**src/rtl/ecc_core_ctrl.sv**
```systemverilog
// ecc_core_ctrl
// Multi-cycle sequencer for the ECC core datapath. Fetches 20-bit
// instructions from a synchronous instruction memory, decodes them,
// drives register-file selects, presents insn/PC to the ALU, evaluates
// NZP branch conditions, and writes ALU results back to the register file.
// It owns the PC, NZP flags, carry flag, halt state and retire counter.
//
// Ports:
//   clk, rst          clock, asynchronous active-high reset
//   i_start           leave IDLE and begin fetching at the current PC
//   i_imem_data       instruction word, valid the cycle after o_imem_en
//   o_imem_en/addr    instruction read strobe / address (addr == o_pc)
//   o_pc, o_insn      current PC and latched instruction, to ALU
//   o_r1sel, o_r2sel  register read selects (insn[10:7], insn[6:3])
//   i_alu_result      ALU result (also the branch target in EXEC)
//   i_carry_out       ALU carry-out
//   o_carry           carry flag, to ALU carry input
//   o_we/wsel/wdata   register write port, active for one WB cycle
//   o_nzp             condition flags {N,Z,P}
//   o_busy, o_halted  sequencing status
//   o_retired         retired-instruction count (wraps)
//
// Handshake: there is no valid/ready back-pressure. o_imem_en is a
// one-cycle read strobe in FETCH; memory data is taken unconditionally in
// DECODE. o_we is a one-cycle write strobe in WB; the register file must
// accept it in that cycle.
module ecc_core_ctrl #(
  parameter int WORD_SIZE = 64,
  parameter int DADDR     = 4,
  parameter int INSN      = 19,
  parameter int IADDR     = 10
) (
  input  logic                 clk,
  input  logic                 rst,
  input  logic                 i_start,
  input  logic [INSN:0]        i_imem_data,
  output logic                 o_imem_en,
  output logic [IADDR:0]       o_imem_addr,
  output logic [IADDR:0]       o_pc,
  output logic [INSN:0]        o_insn,
  output logic [DADDR:0]       o_r1sel,
  output logic [DADDR:0]       o_r2sel,
  input  logic [WORD_SIZE-1:0] i_alu_result,
  input  logic                 i_carry_out,
  output logic                 o_carry,
  output logic                 o_we,
  output logic [DADDR:0]       o_wsel,
  output logic [WORD_SIZE-1:0] o_wdata,
  output logic [2:0]           o_nzp,
  output logic                 o_busy,
  output logic                 o_halted,
  output logic [31:0]          o_retired
);

  typedef enum logic [2:0] {
    S_IDLE, S_FETCH, S_DECODE, S_EXEC, S_WB, S_HALT
  } state_t;

  localparam logic [4:0] OP_NOP  = 5'b00000;
  localparam logic [4:0] OP_BRZ  = 5'b00001;
  localparam logic [4:0] OP_BRZP = 5'b00010;
  localparam logic [4:0] OP_BRNP = 5'b00011;
  localparam logic [4:0] OP_BRNZ = 5'b00100;
  localparam logic [4:0] OP_HALT = 5'b11111;

  state_t         state;
  logic [IADDR:0] pc;
  logic [INSN:0]  insn;
  logic [2:0]     nzp;
  logic           carry;
  logic           carry_next;
  logic [31:0]    retired;
  logic [4:0]     opcode;
  logic           is_branch;
  logic           br_taken;

  assign opcode = insn[INSN:INSN-4];

  // Branch condition from the flags as they stand in EXEC; nzp = {N,Z,P}.
  always_comb begin
    is_branch = 1'b1;
    br_taken  = 1'b0;
    case (opcode)
      OP_BRZ:  br_taken = nzp[1];
      OP_BRZP: br_taken = nzp[1] | nzp[0];
      OP_BRNP: br_taken = nzp[2] | nzp[0];
      OP_BRNZ: br_taken = nzp[2] | nzp[1];
      default: is_branch = 1'b0;
    endcase
  end

  // o_imem_en and o_we are registered: they are set on the edge that
  // enters FETCH / WB and cleared on every other edge, so each is high
  // for exactly the one cycle spent in that state.
  always_ff @(posedge clk or posedge rst) begin
    if (rst) begin
      state      <= S_IDLE;
      pc         <= '0;
      insn       <= '0;
      nzp        <= 3'b010;
      carry      <= 1'b0;
      carry_next <= 1'b0;
      o_we       <= 1'b0;
      o_wdata    <= '0;
      o_imem_en  <= 1'b0;
      retired    <= '0;
    end else begin
      o_imem_en <= 1'b0;
      o_we      <= 1'b0;
      case (state)
        S_IDLE: begin
          if (i_start) begin
            state     <= S_FETCH;
            o_imem_en <= 1'b1;
          end
        end
        S_FETCH: state <= S_DECODE;
        S_DECODE: begin
          insn  <= i_imem_data;
          state <= S_EXEC;
        end
        S_EXEC: begin
          if (opcode == OP_NOP) begin
            pc        <= pc + 1'b1;
            retired   <= retired + 32'd1;
            state     <= S_FETCH;
            o_imem_en <= 1'b1;
          end else if (is_branch) begin
            pc        <= br_taken ? i_alu_result[IADDR:0] : pc + 1'b1;
            retired   <= retired + 32'd1;
            state     <= S_FETCH;
            o_imem_en <= 1'b1;
          end else if (opcode == OP_HALT) begin
            retired <= retired + 32'd1;
            state   <= S_HALT;
          end else begin
            o_wdata    <= i_alu_result;
            carry_next <= i_carry_out;
            o_we       <= 1'b1;
            state      <= S_WB;
          end
        end
        S_WB: begin
          if (o_wdata[WORD_SIZE-1])  nzp <= 3'b100;
          else if (o_wdata == '0)    nzp <= 3'b010;
          else                       nzp <= 3'b001;
          carry     <= carry_next;
          pc        <= pc + 1'b1;
          retired   <= retired + 32'd1;
          state     <= S_FETCH;
          o_imem_en <= 1'b1;
        end
        S_HALT:  state <= S_HALT;
        default: state <= S_IDLE;
      endcase
    end
  end

  assign o_imem_addr = pc;
  assign o_pc        = pc;
  assign o_insn      = insn;
  assign o_r1sel     = insn[10:7];
  assign o_r2sel     = insn[6:3];
  assign o_wsel      = insn[14:11];
  assign o_carry     = carry;
  assign o_nzp       = nzp;
  assign o_retired   = retired;
  assign o_busy      = (state != S_IDLE) && (state != S_HALT);
  assign o_halted    = (state == S_HALT);

endmodule

```
**config.mk**
```make
export PLATFORM = sky130hd
export DESIGN_NAME = ecc_core_ctrl
export DESIGN_NICKNAME = d
export VERILOG_FILES = /design/src/rtl/ecc_core_ctrl.sv
export SDC_FILE = /design/constraint.sdc
export NUM_CORES = 1
export LEC_CHECK = 0
export ABC_CLOCK_PERIOD_IN_PS = 5300
export CORE_UTILIZATION = 44
export CTS_CLUSTER_SIZE = 10
export DETAILED_ROUTE_END_ITERATION = 10
export MAX_ROUTING_LAYER = met4
export PLACE_DENSITY_LB_ADDON = 0.12
export RECOVER_POWER = 100
export SETUP_SLACK_MARGIN = 0.1
export SLEW_MARGIN = 5
export SYNTH_ARGS = -nofsm -noshare
export SYNTH_HDL_FRONTEND = slang
export SYNTH_SLANG_ARGS = --single-unit
```
**constraint.sdc**
```tcl
create_clock -name clk -period 5.3 [get_ports clk]
set_input_delay 0.53 -clock clk [delete_from_list [all_inputs] [get_ports clk]]
set_output_delay 0.53 -clock clk [all_outputs]
set_load 0.005 [all_outputs]
```
==> metrics.txt, run 1 <==
Hold Path Cell Cnt=2; CP Max Fanout=just over 80; register area share after synthesis=0.550; CP delay by family, top=buffers and inverters; Slew Limit Fails=about 100; Inserted Diodes=0; final cell count without fillers=926; Initial Utilization=0.451; gr usage total=0.232; Cell Pwr Density=537 mW/mm2; total die area=between 0.01 and 0.015 mm2; Leak=between 0.003 and 0.004 uW; total power=5000 uW; worst r2r path cells=5; port bufs=~250; DIE HEIGHT=121 um; Synth Area per Inst=roughly 12 um2; global route total overflow=0; TritonCTS buffer count=17; drt first pass iters=4; Post-Syn Area=0.00624 mm2; first-pass GRT wire length=~25 mm; Final Cycle Share=0.635; status=finished with violations; I/O pin count=roughly 250; placer's final routability congestion estimate=between 0.8 and 0.9; largest net degree at the start of global routing=just over 80; antenna violations before repair=0; post-route cell area=0.00931 mm2; # DRC=0; Max Cap Viol=2; failing checks=max-capacitance violations, max-slew violations; Clock Tree Buf Depth=2; Post-DRT Antenna Nets=0; H-Tree Depth=4; most common cell after layout, fill and taps aside=dlygate4sd3_1; Critical Path Stages=3; Die Wd=121 um; Slew @ Worst Pin=~3.6 ns; clock latency on the worst-skew pair=~0.42 ns; critical path class=in2async; vias in the first global route=approximately 4700; Clock Sinks=137; DRT iter0 DRCs=roughly 190; vias=4840; post-CTS sizing=0; placed insts=approximately 900; most frequent cells in the layout=157 x dlygate4sd3_1, 136 x dfrtp_1, 88 x clkdlybuf4s50_1; Rows=between 40 and 50; Synth Instances=a little over 500; slowest CP cell=clkinvlp_2; core area=0.0138 mm2; YS warnings=0; Buf/Inv on CP=3; launching element type of the critical path=input port; Setup-failing EPs final=0; Reg clk slew, reported paths=around 0.060 ns; Hold Crit Class=reg2reg; routed len/inst=17.3 um; number of distinct library cells after synthesis=48; CTS tree=built; worst slew margin relative to its limit=-1.38; nets=slightly above 800; final setup TNS=0 ns; Fmax=between 200 and 300 MHz; CP max stage delay=roughly 2.0 ns; Post-DP Area=about 0.0086 mm2; Fillers=1031; critical path required time=5.78 ns; synthesis-to-finish area growth=49.2%; critical path endpoint category=asynchronous set/reset pin; share of cells above drive strength 1=0.118; clock tree root driver cell=clkbuf_16; Seq cells post-synth=around 140; CP arrival=between 3 and 4 ns; Setup Fix Bufs, Post-CTS=0; Vias per Instance=5.23; clk_skew=between 0.005 and 0.006 ns; crit path cell chain=clkdlybuf4s50_1 > clkinvlp_2 > buf_4; cts hold-fix bufs=0; Post-Route WL=around 16 mm; RSZ-0062 raised after global routing=false; DPL Wire Length=~11 mm; final hold violations=0; min Tclk post-route=around 3.4 ns; Max VDD drop=between 0.2 and 0.3 mV
[cell families (layout without fill, tap and decap cells)]
kind of cell | count (synthesis) | in the layout | share of synthesized area
AOI/OAI and AO/OA | 39 | 39 | 0.0459
xor gates and xnor gates | 33 | 33 | 0.0463
adders and majority gates | 2 | 2 | 0.00401
buffers and inverters | 56 | 286 | 0.0570
DFF | 137 | 137 | 0.550
muxes | 86 | 86 | 0.155
other | 1 | 3 | 0.000601
and+or+nand+nor | 160 | 160 | 0.141
[metal layers]
metal	global-route usage	vias up	share of wire
met5	-	-	0
met4	0.0995	0	0.019
met3	0.0625	25	0.067
met2	0.363	192	0.48
met1	0.285	2343	0.44
li1	-	2280	-
[layout make-up]
cell class	instances	area [um2]	area share
clock buffer	17	425	0.0457
clock inverter	15	273	0.0293
inverter	6	23.8	0.00255
multi-input combinational	323	2460	0.264
sequential	137	3430	0.369
tap	180	225	0.0242
timing repair buffer	248	2470	0.266
[registers in the layout (all words and copies together) (netlist names)]
signal and flops:
o_insn 20, carry_next 1, o_imem_addr 11, o_nzp 3, state 3, o_carry 1, o_retired 32, o_we 1
o_wdata 64, o_imem_en 1
[path summary, 6_finish.rpt]
path / startpoint / endpoint / slack, ns
worst max-delay path: rst / o_insn[0] / 1.93
worst min-delay path: carry_next / o_carry / 0.47
worst max register to register: o_insn[15] / o_wdata[27] / 1.96
worst min register to register: carry_next / o_carry / 0.47
max in group clk: o_insn[15] / o_wdata[27] / 1.96
min in group asynchronous: rst / o_retired[22] / 1.46
[report_power, final]
group	internal, uW	switching (uW)	total [uW]
Clock	931	453	1380
Sequential	1450	369	1820
Combinational	1100	692	1800
Total	3480	1510	5000
[through the flow]
step / utilization / hold WS, ns / worst slack (ns)
floorplan: - / 0.433 / 1.10
global placement: 0.623 / 0.458 / 2.69
detailed placement: 0.623 / 0.464 / 2.56
CTS: 0.674 / 0.478 / 2.54
global route: 0.673 / 0.515 / 1.27
finish: 0.673 / 0.470 / 1.93
[cells in the mapped netlist (all sizes together)]
library cell  instances  area share
nor2                 13      0.0090
xnor2                31       0.044
o22ai                 7      0.0070
o31ai                 1      0.0012
a311oi                2      0.0038
xor2                  2      0.0028
o311a                 1      0.0016
buf                  43       0.049
conb                  1     0.00060
nor4                 20       0.020
a21o                  2      0.0024
dfrtp               136        0.55
o211ai               10       0.012
or2                   2      0.0020
a31oi                 1      0.0010
mux2                 86        0.16
and3                  5      0.0050
nor3                  7      0.0056
and4                  9       0.013
nor2b                 2      0.0020
nand4                26       0.026
nand2b                4      0.0040
clkbuf                7      0.0042
and2                  7      0.0070
dfstp                 1      0.0042
a31o                  2      0.0028
o32a                  1      0.0016
a22oi                 2      0.0024
nand2                41       0.025
o21ai                 5      0.0046
ha                    2      0.0040
o2bb2ai               1      0.0014
o21a                  2      0.0024
nor3b                 3      0.0036
nand3                16       0.013
or3                   2      0.0020
inv                   6      0.0036
a21oi                 2      0.0016
and3b                 3      0.0042
[worst min-delay path, stage by stage, from the launching register on]
cell and delay (ns):
dfrtp_1 0.34, nand2_1 0.05, nand2_1 0.05
(Power assumes the default switching activity.)
==> inputs of run 2 (changes only) <==
- ABC_CLOCK_PERIOD_IN_PS: 5300 -> 2900
- CORE_UTILIZATION: 44 -> 40
- clock period: 5.3 -> 2.9 ns (I/O delays scaled with it)
==> run 2 against run 1 <==
The flow still finishes with violations (max-capacitance violations, max-slew violations). Sequential share of layout area hardly changed. Critical path type is now reg2reg. Worst hold slack worse by 0.0068 ns. Clock power is 67% higher. Sequential power is 83% higher.
==> metrics.txt, run 2 (synthesis gave the netlist of run 1 again) <==
RSZ-0062 raised after global routing=false; status=finished with violations; min Tclk post-route=roughly 2.3 ns; critical path required time=between 3 and 4 ns; core area=between 0.015 and 0.02 mm2; Max Cap Viol=1; Fmax=around 440 MHz; most common cell after layout, fill and taps aside=dlygate4sd3_1; Cell Pwr Density=about 960 mW/mm2; I/O pin count=around 250; CP Max Fanout=14; Setup Fix Bufs, Post-CTS=0; CTS tree=built; worst r2r path cells=5; DRT iter0 DRCs=235; Clock Tree Buf Depth=2; drt first pass iters=5; DIE HEIGHT=approximately 130 um; failing checks=max-capacitance violations, max-slew violations; Post-DP Area=just under 0.009 mm2; vias=a little under 5000; clock tree root driver cell=clkbuf_16; largest net degree at the start of global routing=67; vias in the first global route=between 4000 and 5000; critical path class=reg2reg; launching element type of the critical path=flop; worst reg2reg path endpoint=o_imem_addr[9]; Largest register FFs=between 60 and 70; worst slew margin relative to its limit=-0.0121; Slew @ Worst Pin=~1.5 ns; reg2reg setup slack=0.64 ns; Max VDD drop=0.439 mV; cts hold-fix bufs=0; critical path endpoint category=flop; share of cells above drive strength 1=0.123; Post-Route WL=16.5 mm; Reg clk slew, reported paths=about 0.06 ns; post-CTS sizing=0; most frequent cells in the layout=159 x dlygate4sd3_1, 136 x dfrtp_1, 86 x clkdlybuf4s50_1; Leak=~0.0039 uW; placer's final routability congestion estimate=between 0.8 and 0.9; Setup-failing EPs final=0; total die area=0.0161 mm2; Rows=45; DPL Wire Length=about 12 mm; Hold Crit Class=in2reg; clock latency on the worst-skew pair=0.42 ns; clk_skew=~0.010 ns; CP arrival=about 2.5 ns; # DRC=0; Clock Sinks=between 100 and 150; Post-DRT Antenna Nets=0; Hold Path End=o_wdata[13]; gr usage total=0.218; first-pass GRT wire length=26.2 mm; final setup TNS=0 ns; global route total overflow=0; Final Cycle Share=0.781; H-Tree Depth=4; post-route cell area=~0.0093 mm2; R2R Path Start=o_insn[15]; port bufs=~250; register name with the most flops=o_wdata; HP Start=i_alu_result[13]; routed len/inst=about 18 um; Initial Utilization=0.410; Hold Path Cell Cnt=2; Inserted Diodes=0; final hold violations=0; Slew Limit Fails=32; antenna violations before repair=0; nets=about 830; hold slack=between 0.4 and 0.5 ns; Fillers=approximately 1200; Die Wd=127 um; TritonCTS buffer count=17; total power=8970 uW; synthesis-to-finish area growth=49.4%; Finished Core Util=0.613; Vias per Instance=5.26
[run 2: cell types whose count changed in the layout (fill, tap and decap cells not counted), moves of 2 or more]
cell | before | now
dlygate4sd3_1 | 157 | 159
clkinv_2 | 1 | 3
clkinvlp_4 | 3 | 1
buf_12 | 0 | 2
bufinv_16 | 7 | 4
clkbuf_8 | 0 | 3
clkdlybuf4s50_1 | 88 | 86
[run 2: through the flow]
| stage | instances | worst slack, ns |
|---|---|---|
| 2_1_floorplan | 516 | 0.904 |
| 4_1_cts | 938 | 0.747 |
| 3_5_place_dp | 906 | 0.768 |
| 5_1_grt | 938 | 0.331 |
| 3_3_place_gp | 906 | 0.797 |
| 6_report | 938 | 0.636 |
[run 2: critical path: stages, from the launching register on]
cell      delay [ns]
dfrtp_1         0.49
nor2_1          0.10
a311oi_1        0.29
o32a_1          0.50
or2_0           0.52
o211ai_1        0.20
[run 2: cell type report]
cell class                      count  area [um2]  share of cell area
Sequential cell                   137        3430               0.368
Multi-Input combinational cell    323        2460               0.264
Clock buffer                       21         470              0.0505
Inverter                            6        23.8             0.00255
Clock inverter                     11         169              0.0181
Tap cell                          188         235              0.0253
Timing Repair Buffer              252        2530               0.271
[run 2: worst max-delay path by stage]
stage                          end         from  depth (start not counted)
detailed placement        o_nzp[1]   o_wdata[8]                          5
global placement          o_nzp[1]  o_wdata[11]                          5
finish              o_imem_addr[9]   o_insn[15]                          5
CTS                 o_imem_addr[3]   o_insn[15]                          5
floorplan               carry_next          rst                          1
global route           o_wdata[40]          rst                          3
[run 2: metal layers]
metal  track usage  vias up  part of all wire
li1              -     2280                 -
met1         0.270     2398              0.42
met2         0.331      223              0.47
met3        0.0662       33             0.080
met4        0.0931        0             0.022
met5             -        -                 0
[run 2: power breakdown]
group          internal, uW  total [uW]  switching, uW
Sequential             2650        3330            681
Combinational          2050        3330           1280
Clock                  1510        2310            805
